`src/rtl/capi_jctrl_mc.sv`:
```
// capi_jctrl_mc: multi-channel CAPI job control with timed AFU reset, per-channel completion and command drain.
module capi_jctrl_mc #(
  parameter int channels     = 4,
  parameter int afuerr_width = 8,
  parameter int reset_hold   = 16,
  parameter int outst_width  = 8,
  parameter int ctxtid_width = 10
) (
  input  logic                             clk,
  input  logic                             i_reset,
  input  logic                             i_fatal_error,
  input  logic                             ha_jval,
  input  logic [7:0]                       ha_jcom,
  input  logic [63:0]                      ha_jea,
  input  logic                             ha_jeapar,
  output logic                             ah_jrunning,
  output logic                             ah_jdone,
  output logic [63:0]                      ah_jerror,
  output logic                             ah_jcack,
  output logic                             ah_tbreq,
  output logic                             ah_jyield,
  input  logic [channels-1:0]              i_app_done,
  input  logic [channels*afuerr_width-1:0] i_app_error,
  input  logic                             i_cmd_sent,
  input  logic                             i_rsp_rcvd,
  output logic                             o_cmd_en,
  output logic                             o_ll_v,
  output logic [15:0]                      o_ll_cmd,
  output logic [ctxtid_width-1:0]          o_ll_ctxt,
  input  logic                             i_ll_ack,
  output logic                             o_reset,
  output logic                             o_s1_perror,
  output logic                             o_perror,
  output logic                             o_ll_drop,
  output logic                             o_outst_err
);
  localparam int hw = $clog2(reset_hold + 1);
  typedef enum logic [2:0] {IDLE, RUNNING, DRAIN, DONE, RESET} state_t;
  state_t state, state_nxt;
  logic [hw-1:0] hold;
  logic [channels-1:0] mask, mask_nxt;
  logic err_v, pick_v;
  logic [3:0] err_idx, pick_idx;
  logic [afuerr_width-1:0] err_code, pick_code;
  logic [outst_width-1:0] outst;
  logic jrun, ll_pend, rst_p1, rst_p2;
  logic cmd_reset, cmd_start, cmd_ll, ll_accept, ll_reject;
  always_comb begin
    cmd_reset = ha_jval && ha_jcom == 8'h80;
    cmd_start = ha_jval && ha_jcom == 8'h90;
    cmd_ll    = ha_jval && ha_jcom == 8'h45;
    ll_accept = cmd_ll && state != RESET && !ll_pend;
    ll_reject = cmd_ll && state != RESET && ll_pend;
    mask_nxt  = mask | i_app_done;
    state_nxt = cmd_reset ? RESET :
                (state == IDLE && cmd_start) ? RUNNING :
                (state == RUNNING && &mask_nxt) ? DRAIN :
                (state == DRAIN && outst == '0 && !i_cmd_sent) ? DONE :
                (state == DONE) ? IDLE :
                (state == RESET && hold == hw'(1)) ? DONE : state;
  end
  // Descending scan so the lowest newly-done channel with a nonzero code wins.
  always_comb begin
    pick_v    = 1'b0;
    pick_idx  = '0;
    pick_code = '0;
    for (int i = channels - 1; i >= 0; i--)
      if (i_app_done[i] && !mask[i] && |i_app_error[i*afuerr_width +: afuerr_width]) begin
        pick_v    = 1'b1;
        pick_idx  = 4'(i);
        pick_code = i_app_error[i*afuerr_width +: afuerr_width];
      end
  end
  always_ff @(posedge clk) begin
    if (i_reset) begin
      state       <= IDLE;
      hold        <= '0;
      mask        <= '0;
      err_v       <= 1'b0;
      err_idx     <= '0;
      err_code    <= '0;
      outst       <= '0;
      jrun        <= 1'b0;
      o_cmd_en    <= 1'b0;
      ll_pend     <= 1'b0;
      o_ll_v      <= 1'b0;
      o_ll_cmd    <= '0;
      o_ll_ctxt   <= '0;
      ah_jcack    <= 1'b0;
      o_s1_perror <= 1'b0;
      o_perror    <= 1'b0;
      o_ll_drop   <= 1'b0;
      o_outst_err <= 1'b0;
    end else begin
      state    <= state_nxt;
      hold     <= cmd_reset ? hw'(reset_hold) : (hold != '0 ? hold - hw'(1) : '0);
      jrun     <= state == RUNNING || state == DRAIN;
      o_cmd_en <= state == RUNNING;
      if (cmd_reset || state == DONE) begin
        mask  <= '0;
        err_v <= 1'b0;
      end else if (state == RUNNING) begin
        mask <= mask_nxt;
        if (!err_v && pick_v) begin
          err_v    <= 1'b1;
          err_idx  <= pick_idx;
          err_code <= pick_code;
        end
      end
      if (cmd_reset || state == RESET)
        outst <= '0;
      else if (i_cmd_sent && !i_rsp_rcvd && outst != '1)
        outst <= outst + 1'b1;
      else if (!i_cmd_sent && i_rsp_rcvd && outst != '0)
        outst <= outst - 1'b1;
      o_outst_err <= o_outst_err | (i_rsp_rcvd && !i_cmd_sent && outst == '0 && state != RESET);
      o_ll_v   <= ll_accept;
      ah_jcack <= i_ll_ack && ll_pend;
      if (cmd_reset)
        ll_pend <= 1'b0;
      else if (ll_accept)
        ll_pend <= 1'b1;
      else if (i_ll_ack)
        ll_pend <= 1'b0;
      if (ll_accept) begin
        o_ll_cmd  <= ha_jea[63:48];
        o_ll_ctxt <= {ha_jea[ctxtid_width-2:0], ~^ha_jea[ctxtid_width-2:0]};
      end
      o_ll_drop   <= o_ll_drop | ll_reject;
      o_s1_perror <= o_s1_perror | (ha_jval && ~^{ha_jea, ha_jeapar});
      o_perror    <= o_s1_perror;
    end
  end
  // Two-stage pipeline driven by i_reset as well, so it needs no reset branch.
  always_ff @(posedge clk) begin
    rst_p1 <= (state == RESET || i_reset) && !i_fatal_error;
    rst_p2 <= rst_p1;
  end
  assign o_reset     = rst_p2;
  assign ah_jrunning = jrun && (state == RUNNING || state == DRAIN);
  assign ah_jdone    = state == DONE;
  assign ah_jerror   = (state == DONE && err_v) ?
                       ((64'd1 << 63) | (64'(err_idx) << afuerr_width) | 64'(err_code)) : 64'd0;
  assign ah_tbreq    = 1'b0;
  assign ah_jyield   = 1'b0;
endmodule

```
`config.mk`:
```
export PLATFORM = sky130hd
export DESIGN_NAME = capi_jctrl_mc
export DESIGN_NICKNAME = d
export VERILOG_FILES = /design/src/rtl/capi_jctrl_mc.sv
export SDC_FILE = /design/constraint.sdc
export NUM_CORES = 1
export LEC_CHECK = 0
export ABC_AREA = 1
export ABC_CLOCK_PERIOD_IN_PS = 7450
export BUFFER_PORTS_ARGS = -buffer_cell sky130_fd_sc_hd__buf_2
export CAP_MARGIN = 25
export CORE_AREA = 2 2 105 107
export CTS_CLUSTER_DIAMETER = 150
export DETAILED_ROUTE_END_ITERATION = 8
export DIE_AREA = 0 0 107 109
export GPL_ROUTABILITY_DRIVEN = 1
export PLACE_DENSITY = 0.82
export SETUP_SLACK_MARGIN = 0.15
export SYNTH_ARGS = -nofsm -noshare
export SYNTH_HDL_FRONTEND = slang
export SYNTH_SLANG_ARGS = --single-unit
```
`constraint.sdc`:
```
create_clock -name clk -period 7.45 [get_ports clk]
set_input_delay 1.1175 -clock clk [delete_from_list [all_inputs] [get_ports clk]]
set_output_delay 1.1175 -clock clk [all_outputs]
set_load 0.05 [all_outputs]
```
==> summary.txt <==
Timing
  • Total count of hold-check failures in the final report: 0
  • Maximum frequency from static timing analysis: 0.308 GHz
  • Unrepaired setup endpoints after global routing: false
  • Setup TNS after final layout: 0 ps
  • Shortest period the worst path allows: approximately 3300 ps
  • Worst setup skew after layout: 7.04 ps
  • Worst slew margin relative to its limit: 30.9%
  • Slew at the pin closest to its max-slew limit: 1030 ps
  • Final Max Slew Viols: 0
  • Period utilization: 43.6%
  • # setup viols final: 0

Worst hold path
  • Worst hold path class: register to register
  • Sink of the worst hold path: o_reset
  • Worst hold start: rst_p1
  • Instance count along the most critical hold path: 0

Pwr
  • Switch Pwr: between 0.4 and 0.5 mW
  • Sequential group share of total power: between 30% and 40%
  • Ratio of total power to cell area: approximately 190 nW/um^2
  • Leakage: 3.28 nW
  • Pint: around 0.76 mW
  • VDD IR max: about 0.13 mV
  • Combinational share of power: between 30% and 40%
  • Power, Total: ~1.2 mW
  • Sw frac: between 30% and 40%
  • Share of power burned in the clock network: about a third

Worst setup path
  • Critical path's slowest cell: sky130_fd_sc_hd__dfxtp_1
  • Crit Path Class: register to output port
  • Reg-to-reg critical path startpoint: outst[0]
  • Arrival @ worst endpoint: approximately 2100 ps
  • Critical path endpoint category: output port
  • Endpoint of the worst-slack reg-to-reg timing path: outst[7]
  • Internal reg-to-reg setup slack: 4570 ps
  • Crit path largest cell delay: around 450 ps
  • Cell-by-cell listing of the critical path: inv_1 > nor3_2 > inv_1 > nor2_1 > clkinv_1 > nor2_1 > buf_2
  • Element type at the critical path start: register
  • Required time of the critical path: approximately 6300 ps
  • Largest fanout of any net on the critical path: 10
  • Cells on worst reg2reg path: 10

Clock network
  • Clock slew seen by the registers of the worst setup and hold paths: around 80 ps
  • Post_cts resized: 0
  • Clock insertion delay at the later pin of the skew report: ~340 ps
  • Number of buffers between clock root and the deepest sink: 2
  • H-tree Lvls: 3
  • Post-CTS Setup Repair Bufs: 0
  • Clock tree from TritonCTS: yes
  • Number of buffers created by CTS: 9
  • Cts-stage hold buffer count: 0
  • Cell chosen for the clock root: sky130_fd_sc_hd__clkbuf_8
  • Num Clock Sinks: 68

Synthesis
  • Gate count after technology mapping: 797
  • Number of register bits inferred by synthesis: 68
  • Synth async-reset ratio: 0%
  • Most frequently used flop master after synthesis: sky130_fd_sc_hd__dfxtp_1
  • Top post-synthesis cells by count: 214 x sky130_fd_sc_hd__nand2_1, 96 x sky130_fd_sc_hd__nor2_1, 83 x sky130_fd_sc_hd__inv_1, 68 x sky130_fd_sc_hd__dfxtp_1, 56 x sky130_fd_sc_hd__buf_4
  • Number of distinct standard cells referenced by the synthesized netlist: between 40 and 50
  • Area of the mapped netlist: 5170 um^2
  • Synthesized area divided by synthesized cell count: 6.49 um^2
  • Number of warnings reported in the yosys synthesis log: 0
  • Number of flops mapped to enable cells by yosys: 0
  • Share of synthesized area occupied by flip-flops and latches: about a quarter
  • Area fraction of the dominant cell type after synthesis: 26.3%
  • Cell type contributing the most total cell area after synthesis: sky130_fd_sc_hd__dfxtp_1
  • Most repeated cell in the gate-level netlist after synthesis: sky130_fd_sc_hd__nand2_1
  • Top cells by area in the synthesized netlist: sky130_fd_sc_hd__dfxtp_1 26%, sky130_fd_sc_hd__nand2_1 16%, sky130_fd_sc_hd__buf_4 8.1%

GRT
  • Combined global-route utilization of all metal layers: around a fifth
  • Grt total ovfl: 0
  • Number of antenna violations at the first check in global routing: 0
  • Maximum number of pins on one net before global-route repair: 31
  • Via count of the first global-routing pass: between 4000 and 5000
  • Global-route wire length before repair: roughly 19000 um

Layout
  • Antenna Cells: 0
  • Final #Nets: around 1100
  • FILL cells: 1035
  • Area overhead of the layout relative to synthesis: 18.3%
  • Layout cell share with drive strength beyond 1: 23.3%

Detailed routing
  • Wire length reported by the detailed router: between 10000 and 15000 um
  • Via total after detailed routing: approximately 5000
  • Post-route DRC violation count: 0
  • Ratio of routed vias to standard cells: between 4 and 5
  • Initial drt markers: between 300 and 400
  • Detail-routed net length per standard cell: 10.7 um
  • Post-detailed-route count of antenna-violating nets: 0
  • First-pass DRT Iterations: 4

Die
  • Area of the die: between 10000 and 15000 um^2
  • I/O pins: ~220
  • Floorplan Core Area: 10600 um^2
  • Starting Density: a little under 50%
  • Height of the die: about 110 um
  • Die W: 107 um
  • Rows: 38

Placed design
  • Final RePlAce weighted congestion: 0.875
  • Port buffer count: 162
  • DP HPWL: roughly 9500 um

Run
  • Max-capacitance violation count: 0

Outcome
  • Status: finished, final reports clean
worst max-delay path by stage:
stage	start	to	slack, ps	depth (start not counted)
2_1_floorplan	state[1]	ah_jerror[0]	3010	6
3_3_place_gp	ha_jcom[5]	o_ll_ctxt[0]	4240	10
3_5_place_dp	ha_jcom[5]	o_ll_ctxt[0]	4190	10
4_1_cts	state[1]	ah_jerror[0]	4180	7
5_1_grt	state[1]	ah_jerror[8]	4050	7
6_report	state[1]	ah_jerror[0]	4200	7
state kept, by name (all words and copies together) (netlist names), 2 cells and up:
name,count
o_ll_cmd,16
err_code,8
outst,8
err_idx,2
mask,4
state,3
o_ll_ctxt,10
hold,5
critical path, delay by kind of cell, from the launching register on:
family | cells | cell delay, ps
DFF | 1 | 450
and+or+nand+nor | 3 | 530
buffers and inverters | 4 | 830
metal layers:
layer / up-vias / share of wire, % / GRT usage, %
met5: - / 0 / 0
met4: 0 / 0.75 / 5.47
met3: 7 / 6.3 / 4.12
met2: 153 / 49 / 35.6
met1: 2208 / 44 / 23.9
li1: 2705 / - / -
power by group through the flow:
stage          logic (mW)  registers (mW)  clock network (mW)
2_1_floorplan       0.321           0.426                   0
3_3_place_gp        0.389           0.418                   0
3_5_place_dp        0.397           0.418                   0
4_1_cts             0.398           0.410               0.388
5_1_grt             0.450           0.415               0.403
6_report            0.397           0.410               0.378
area by class of cell:
cell class              count  area (um^2)  area share, %
repair buffers            162          811           13.2
clock inverters             6          111           1.82
flip-flops and latches     68         1360           22.2
clock buffers              10          138           2.25
well taps                 140          175           2.86
inverters                  89          334           5.46
multi-input cells         624         3190           52.1
placed cells by master (no fill, tap or decap), types with 3 or more instances in the layout:
master	instances
sky130_fd_sc_hd__a21oi_1	39
sky130_fd_sc_hd__a21oi_2	8
sky130_fd_sc_hd__buf_2	162
sky130_fd_sc_hd__bufinv_16	3
sky130_fd_sc_hd__clkbuf_8	10
sky130_fd_sc_hd__conb_1	55
sky130_fd_sc_hd__dfxtp_1	68
sky130_fd_sc_hd__ha_1	9
sky130_fd_sc_hd__inv_1	83
sky130_fd_sc_hd__inv_2	5
sky130_fd_sc_hd__nand2_1	214
sky130_fd_sc_hd__nand2_2	9
sky130_fd_sc_hd__nand2_4	3
sky130_fd_sc_hd__nand3_1	37
sky130_fd_sc_hd__nand3_2	3
sky130_fd_sc_hd__nand4_1	9
sky130_fd_sc_hd__nor2_1	96
sky130_fd_sc_hd__nor3_1	4
sky130_fd_sc_hd__nor3_2	3
sky130_fd_sc_hd__nor4_1	4
sky130_fd_sc_hd__o21ai_0	35
sky130_fd_sc_hd__o21ai_1	9
sky130_fd_sc_hd__or2_2	4
sky130_fd_sc_hd__xnor2_1	36
sky130_fd_sc_hd__xor2_1	22
metrics by stage:
step	std cells	area [um^2]	util, %	hold WS, ps	setup WS (ps)
floorplan	851	5380	-	310	3010
global placement	1083	5870	55.4	311	4240
detailed placement	1083	5870	55.4	312	4190
CTS	1099	6120	57.7	330	4180
global route	1099	6120	57.7	340	4050
finish	1099	6120	57.7	329	4200
cell families after synthesis:
group	synth area share, %
AND/OR/NAND/NOR	34.2
buffers and inverters	15.9
AO/OA/AOI/OAI	11.1
flip-flops	26.3
XOR/XNOR	9.82
adder cells (fa/ha/maj)	2.56
other	0.0725
No activity file was read; power rests on OpenSTA's default activity.
